## config.mk

```make
export PLATFORM = sky130hd
export DESIGN_NAME = arcade_input_cond
export DESIGN_NICKNAME = d
export VERILOG_FILES = /design/src/rtl/arcade_input_cond.sv
export SDC_FILE = /design/constraint.sdc
export NUM_CORES = 2
export LEC_CHECK = 0
export CORE_ASPECT_RATIO = 0.6
export CORE_MARGIN = 4
export CORE_UTILIZATION = 50
export DETAILED_ROUTE_END_ITERATION = 10
export MAX_ROUTING_LAYER = met4
export PLACE_DENSITY = 0.78
export SETUP_SLACK_MARGIN = 0.02
export SYNTH_ARGS = -nofsm -noshare
export SYNTH_HDL_FRONTEND = slang
export SYNTH_SLANG_ARGS = --single-unit
```

## constraint.sdc

```tcl
create_clock -name clk_sys -period 18.6 [get_ports clk_sys]
set_clock_uncertainty 0.1 [all_clocks]
set_input_delay 3.72 -clock clk_sys [delete_from_list [all_inputs] [get_ports clk_sys]]
set_output_delay 3.72 -clock clk_sys [all_outputs]
set_load 0.01 [all_outputs]
```

## src/rtl/arcade_input_cond.sv

```systemverilog
// Per-channel button conditioner: 2-flop sync, tick debounce, coin pulse / autofire, pause freeze.
// Optional sticky rise flags enabled by defining INPUT_COND_STICKY_EN.
module arcade_input_cond #(
  parameter int unsigned CHANNELS = 16,
  parameter int unsigned CNT_W    = 8
) (
  input  logic                clk_sys,
  input  logic                reset,
  input  logic                tick,
  input  logic [CHANNELS-1:0] raw,
  input  logic [CHANNELS-1:0] mode_pulse,
  input  logic [CHANNELS-1:0] mode_auto,
  input  logic [CNT_W-1:0]    db_len,
  input  logic [CNT_W-1:0]    pulse_len,
  input  logic [CNT_W-1:0]    auto_half,
  input  logic                freeze,
  input  logic                sticky_clr,
  output logic [CHANNELS-1:0] out_n,
  output logic [CHANNELS-1:0] rise,
  output logic [CHANNELS-1:0] sticky
);

  logic [CHANNELS-1:0] s1_q, s2_q;
  logic [CHANNELS-1:0] stable_q, stable_d;
  logic [CHANNELS-1:0] prev_q, prev_d;
  logic [CHANNELS-1:0] rise_q, rise_d;
  logic [CHANNELS-1:0] phase_q, phase_d;
  logic [CHANNELS-1:0] out_n_q, out_n_d;
  logic [CNT_W-1:0]    dbcnt_q [CHANNELS];
  logic [CNT_W-1:0]    dbcnt_d [CHANNELS];
  logic [CNT_W-1:0]    pcnt_q  [CHANNELS];
  logic [CNT_W-1:0]    pcnt_d  [CHANNELS];
  logic [CNT_W-1:0]    acnt_q  [CHANNELS];
  logic [CNT_W-1:0]    acnt_d  [CHANNELS];

  always_comb begin
    logic rise_ev, auto_sel, level;
    stable_d = stable_q;
    prev_d   = prev_q;
    rise_d   = '0;
    phase_d  = phase_q;
    out_n_d  = out_n_q;
    rise_ev  = 1'b0;
    auto_sel = 1'b0;
    level    = 1'b0;
    for (int i = 0; i < CHANNELS; i++) begin
      dbcnt_d[i] = dbcnt_q[i];
      pcnt_d[i]  = pcnt_q[i];
      acnt_d[i]  = acnt_q[i];

      // Edge history holds through freeze so a pause never manufactures or loses an edge.
      rise_ev   = ~freeze & stable_q[i] & ~prev_q[i];
      rise_d[i] = rise_ev;
      if (!freeze) prev_d[i] = stable_q[i];

      if (!freeze) begin
        if (db_len == '0) begin
          stable_d[i] = s2_q[i];
          dbcnt_d[i]  = '0;
        end else if (s2_q[i] == stable_q[i]) begin
          dbcnt_d[i] = '0;
        end else if (tick) begin
          if (dbcnt_q[i] == db_len - CNT_W'(1)) begin
            stable_d[i] = s2_q[i];
            dbcnt_d[i]  = '0;
          end else begin
            dbcnt_d[i] = dbcnt_q[i] + CNT_W'(1);
          end
        end
      end

      if (!mode_pulse[i]) begin
        pcnt_d[i] = '0;
      end else if (!freeze) begin
        if (rise_ev && pcnt_q[i] == '0) pcnt_d[i] = pulse_len;
        else if (tick && pcnt_q[i] != '0) pcnt_d[i] = pcnt_q[i] - CNT_W'(1);
      end

      auto_sel = mode_auto[i] & ~mode_pulse[i] & (auto_half != '0);
      if (!auto_sel || !stable_q[i]) begin
        acnt_d[i]  = '0;
        phase_d[i] = 1'b0;
      end else if (!freeze) begin
        if (rise_ev) begin
          acnt_d[i]  = '0;
          phase_d[i] = 1'b1;
        end else if (tick) begin
          if (acnt_q[i] == auto_half - CNT_W'(1)) begin
            acnt_d[i]  = '0;
            phase_d[i] = ~phase_q[i];
          end else begin
            acnt_d[i] = acnt_q[i] + CNT_W'(1);
          end
        end
      end

      // Level uses next-state so every mode shows its first change with the rise strobe.
      if (mode_pulse[i])  level = (pcnt_d[i] != '0);
      else if (auto_sel)  level = stable_q[i] & phase_d[i];
      else                level = stable_q[i];
      if (!freeze) out_n_d[i] = ~level;
    end
  end

  always_ff @(posedge clk_sys or posedge reset) begin
    if (reset) begin
      s1_q     <= '0;
      s2_q     <= '0;
      stable_q <= '0;
      prev_q   <= '0;
      rise_q   <= '0;
      phase_q  <= '0;
      out_n_q  <= '1;
      for (int i = 0; i < CHANNELS; i++) begin
        dbcnt_q[i] <= '0;
        pcnt_q[i]  <= '0;
        acnt_q[i]  <= '0;
      end
    end else begin
      s1_q     <= raw;
      s2_q     <= s1_q;
      stable_q <= stable_d;
      prev_q   <= prev_d;
      rise_q   <= rise_d;
      phase_q  <= phase_d;
      out_n_q  <= out_n_d;
      for (int i = 0; i < CHANNELS; i++) begin
        dbcnt_q[i] <= dbcnt_d[i];
        pcnt_q[i]  <= pcnt_d[i];
        acnt_q[i]  <= acnt_d[i];
      end
    end
  end

  assign out_n = out_n_q;
  assign rise  = rise_q;

`ifdef INPUT_COND_STICKY_EN
  logic [CHANNELS-1:0] sticky_q, sticky_d;

  // Set beats clear when both land on the same cycle.
  always_comb begin
    sticky_d = rise_q | (sticky_clr ? '0 : sticky_q);
  end

  always_ff @(posedge clk_sys or posedge reset) begin
    if (reset) sticky_q <= '0;
    else       sticky_q <= sticky_d;
  end

  assign sticky = sticky_q;
`else
  logic unused_sticky_clr;
  assign unused_sticky_clr = sticky_clr;
  assign sticky = '0;
`endif

endmodule

```

Word level (Yosys, flattened, before mapping)
Cells that the tools add are included.

word-level totals
  register bits after elaboration = 496
  latch bits = 0
  memory bits (read-only) = 0
  memories kept = 0
  output and inout bits = 48
  RAM bits = 0

operators by class
  mux-type cells = 384
  equal/unequal tests = 80
  shift operators = 0
  divide/modulo/power cells = 0
  multipliers = 0
  $add $sub $neg = 50
  magnitude comparators = 0
  bitwise logic cells = 145
  reductions and logical operators = 227

operators with widths
  kind                 number
  $mux 8               208
  $reduce_bool 8->1    33
  $add 8x1->8 const B  32
  $eq 8x8->1           32
  $mux 1               176
  $sub 8x1->8 const B  18
  $logic_not 8->1      17
  $reduce_bool 3->1    32
  $and 1x1->1          80
  $not 1->1            65
  $reduce_and 2->1     32
  $reduce_and 4->1     16
  $ne 2x1->1 const B   18
  $reduce_bool 2->1    17
  $logic_and 1x1->1    32
  $logic_not 1->1      32
  $ne 2x2->1 const B   14
  $eq 1x1->1           16
  $logic_or 1x1->1     16

Longest topological paths before layout
  depth in word-level cells = 11
  depth in mapped cells = 14
  mapped depth without buffers = 9

Least setup slack after synthesis
No wires, ideal clock.

  path type = input port to flip-flop
  start = input port db_len[0]
  end = register dbcnt_q[68] (netlist bit)
  arrival time = 6,664 ps
  buffers on the path = 3
  required time = 18,374 ps
  library setup time = 126 ps
  setup slack = 11,710 ps
  stages = 12
  cells stage by stage = buf_2 > clkbuf_1 > inv_1 > ha_1 > xnor2_1 > buf_2 > xor2_1 > and4_1 > nand4_1 > nand3_1 > nor2_1 > a221o_1

between the ends
  word-level cells in the longest chain between the ends = 6
  elaborated cells on any way between the ends = 9
  those cells by class = 1 x add/sub; 1 x eq/ne; 4 x mux; 3 x reduce/logical

RTL lines
  element                          line  text
  from (decl)                      13    input logic [CNT_W-1:0] db_len,
  $sub 8x1->8                      63    if (dbcnt_q[i] == db_len - CNT_W'(1)) begin
  $eq 8x8->1                       63
  $mux 8                           63
  $mux 8                           62    end else if (tick) begin
  $mux 8                           60    end else if (s2_q[i] == stable_q[i]) begin
  $mux 8                           57    if (db_len == '0) begin
  to (signal, indexed assignment)  128   dbcnt_q[i] <= dbcnt_d[i];
  to (decl)                        29    logic [CNT_W-1:0] dbcnt_q [CHANNELS];

Several ways; a longest one is shown, not always the timed one. The select of a mux whose other input is x is not followed.
A chain may end at the register's enable or synchronous reset.

Worst setup path after layout
  start = input port auto_half[0]
  end = register acnt_q[30] (netlist bit)

between the ends
  word-level cells in the longest chain between the ends = 7
  elaborated cells on any way between the ends = 14
  those cells by class = 1 x add/sub; 2 x eq/ne; 5 x mux; 1 x bitwise; 5 x reduce/logical

RTL lines
  element                          line  text
  from (decl)                      15    input logic [CNT_W-1:0] auto_half,
  $sub 8x1->8                      88    if (acnt_q[i] == auto_half - CNT_W'(1)) begin
  $eq 8x8->1                       88
  $mux 8                           88
  $mux 8                           87    end else if (tick) begin
  $mux 8                           84    if (rise_ev) begin
  $mux 8                           83    end else if (!freeze) begin
  $mux 8                           80    if (!auto_sel || !stable_q[i]) begin
  to (signal, indexed assignment)  130   acnt_q[i] <= acnt_d[i];
  to (decl)                        33    logic [CNT_W-1:0] acnt_q [CHANNELS];

Several ways; a longest one is shown, not always the timed one. The select of a mux whose other input is x is not followed.

==> results.cfg <==
[synthesis]
netlist_top_cells_area = dfrtp_1, xnor3_1, nand2_1, nand3_1, o21ai_0
synth-async-reset-ratio_pct = 100
synth_top_cell_area_share_pct = 35.6
synthesis.area_sq_um = 33800
flip_flop_and_latch_count_after_synthesis = 496
synthSimpleGateAreaFrac_pct = 23.1
muxShareOfSynthArea_pct = 2.02
synthTopCellsByCount = dfrtp_1, nand2_1, nor2_1, nand3_1, o21ai_0
netlist-cell-type-count = 106
yosys.cell_count.top_type = dfrtp_1
synth_warnings = 0
synth_top_family_by_area = simple AND/OR/NAND/NOR gates
synth_seq_area_share_pct = 36.8
synth_compound_gate_area_share_pct = 16.9
synth-adder-area-share_pct = 2.48
syn-instance-count = 3551
yosysTopAreaCell = dfrtp_1
number_of_flops_mapped_to_enable_cells_by_yosys = 0
postSynthAreaPerCell_sq_um = 9.51
synth-main-ff-cell = dfrtp_1
synth-xor-area-share_pct = 14.3

[clocking]
hold_buffer_count_at_cts = 0
clk_path_buf_depth = 3
clkTransAtPathRegs_ns = 0.06
post_cts_buffers = 0
ctsResizeCount = 0
cts_root_buf = clkbuf_16
clock-sinks = 496
tritoncts = yes
tritoncts_buffers = 50
clock_tree.htree_level_count = 2
worstSkewPairLatency_ns = 0.62

[place]
place_congestion = 0.946
portBuffers = 107
detailedPlacementHpwl_microns = 67900
placement.setup.worst_slack_ns = 10.31

[timing]
finalSetupViolations = 0
achievable-frequency_mhz = 129
timing.slew.headroom_pct = 13.5
setup_ws_ns = 10.85
setup_total_negative_slack_ns = 0
period_utilisation_layout_pct = 41.7
finalHoldWorstSlack_ns = 0.249
final_hold_viol_count = 0
actual_transition_at_the_worst_max_transition_pin_ns = 1.29
number_of_slew_limit_violations_in_the_final_report = 0
period_needed_ns = 7.75
setup_repair_after_global_routing_missed_its_margin = no

[global_route]
gr-usage-met1_pct = 41.7
globalRouteMet2Util_pct = 37.4
sum_of_overflow_across_all_layers_after_global_routing = 0
gr-usage-met3_pct = 7.33
grt_busiest_layer = met1
number_of_antenna_violations_at_the_first_check_in_global_routing = 5
grt_max_degree = 161
wire_length_of_the_first_global_routing_pass_microns = 154000
grt_pass1_vias = 26847
grt.total_usage_pct = 27.8

[setup_path]
crit_fanout = 20
worst-r2r-setup-slack_ns = 14.78
endpoint_kind = flop
cp.required_ns = 19.03
cp.arrival_ns = 8.18
timing.setup.critical_path_class = in -> reg
startpoint_type = input pin

[route]
drt_pre_antenna_iters = 6
wl_per_cell_microns = 21.7
drt.antenna.violating_nets = 0
routed_via_density = 6.38
totalWireLength_microns = 98500
drc = 0
vias = 28879
drtIter0Drc = 3424

[layout]
drive_above_1_share_pct = 8.22
finish.net_count = 3729
layout-area-overhead-vs-synth_pct = 10.5

[floorplanning]
initial_core_util_pct = 50.8
floorplan.die_area_sq_um = 71900
die_x_microns = 343
chipHeight_microns = 209
fp-row-count = 73
num_io_pins = 125
core_area_sq_um = 66500

[worst_hold_path]
hp-class = reg -> reg

[run_status]
run_status = finished, final reports clean

[pwr]
powerDensity_nw_per_um2 = 106
vdd.ir_drop.worst_v = 0.0000671
p_leak_nw = 16.5

[flow_run]
cap_viol_max_count = 0
## critical path, cell delays in order
cell	delay (ns)
clkdlybuf4s50_1	0.39
buf_4	0.29
inv_1	0.14
ha_1	0.66
or4b_1	0.62
nor2_2	0.20
buf_4	0.34
xnor3_1	0.19
nor4_1	0.10
nor3_1	1.05
a41oi_1	0.26
a31oi_1	0.20
## per-stage QoR
step | util, % | instances | cell area, sq um | power [mW]
finish | 56.1 | 4530 | 37300 | 3.95
global route | 56.1 | 4530 | 37300 | 4.17
CTS | 56.1 | 4527 | 37300 | 3.92
detailed placement | 53.5 | 4433 | 35600 | 2.84
global placement | 53.5 | 4433 | 35600 | 2.82
floorplan | - | 3566 | 33800 | 2.47
## placed cells by master, fill, tap and decap left out, types with 50 or more instances in the layout
cell,instances
nand2_1,286
o21ai_0,201
xnor2_1,111
a31oi_1,63
clkdlybuf4s50_1,104
nand3_1,202
inv_1,143
nor2_1,217
dfrtp_1,480
clkbuf_16,53
nand2b_1,53
a21oi_1,119
nor2b_1,50
ha_1,67
nand4_1,69
xor2_1,85
and3_1,97
buf_4,51
a21o_1,54
xnor3_1,138
nor3_1,113
## report_power, final
part / internal (mW) / total (mW) / switching (mW)
sequential: 1.22 / 1.38 / 0.161
clock: 0.604 / 1.07 / 0.462
combinational: 0.616 / 1.50 / 0.886
total: 2.44 / 3.95 / 1.51
## cells by family (layout without fill, tap and decap cells)
logic type	Yosys count	count (layout)
adder cells (fa/ha/maj)	67	67
other	1	19
AND/OR/NAND/NOR	1421	1421
multiplexers	63	63
XOR/XNOR	335	335
buffers and inverters	343	404
flip-flops	496	496
AO/OA/AOI/OAI	825	825
## worst paths after layout
check / from / to / cells after the start
worst min-delay path: s1_q[8]$_DFF_PP0_ / s2_q[8]$_DFF_PP0_ / 0
min in group asynchronous: reset / s1_q[11]$_DFF_PP0_ / 2
worst max-delay path: auto_half[0] / acnt_q[30]$_DFFE_PP0P_ / 12
worst min register to register: s1_q[8]$_DFF_PP0_ / s2_q[8]$_DFF_PP0_ / 0
max in group asynchronous: reset / acnt_q[76]$_DFFE_PP0P_ / 5
worst max register to register: pcnt_q[96]$_DFF_PP0_ / out_n[3]$_DFFE_PP1N_ / 9
## state kept, by name (all words and copies together) (netlist names)
register,flops
s1_q,16
dbcnt_q,128
pcnt_q,128
s2_q,16
stable_q,16
phase_q,16
acnt_q,128
prev_q,16
out_n,16
rise,16
## routing by layer
layer	wire [microns]	part of all wire (%)	up-vias
li1	-	-	13140
met1	44600	45	14048
met2	40100	41	1521
met3	11800	12	170
met4	2040	2.1	0
met5	0	0	-
## layout make-up
type,count,area [sq um]
Antenna cell,3,7.51
Clock buffer,76,1550
Clock inverter,18,151
Fill cell,5793,29200
Inverter,150,572
Multi-Input combinational cell,2727,20000
Sequential cell,496,12400
Tap cell,900,1130
Timing Repair Buffer,160,1490
Power figures use the tool's default switching activity.
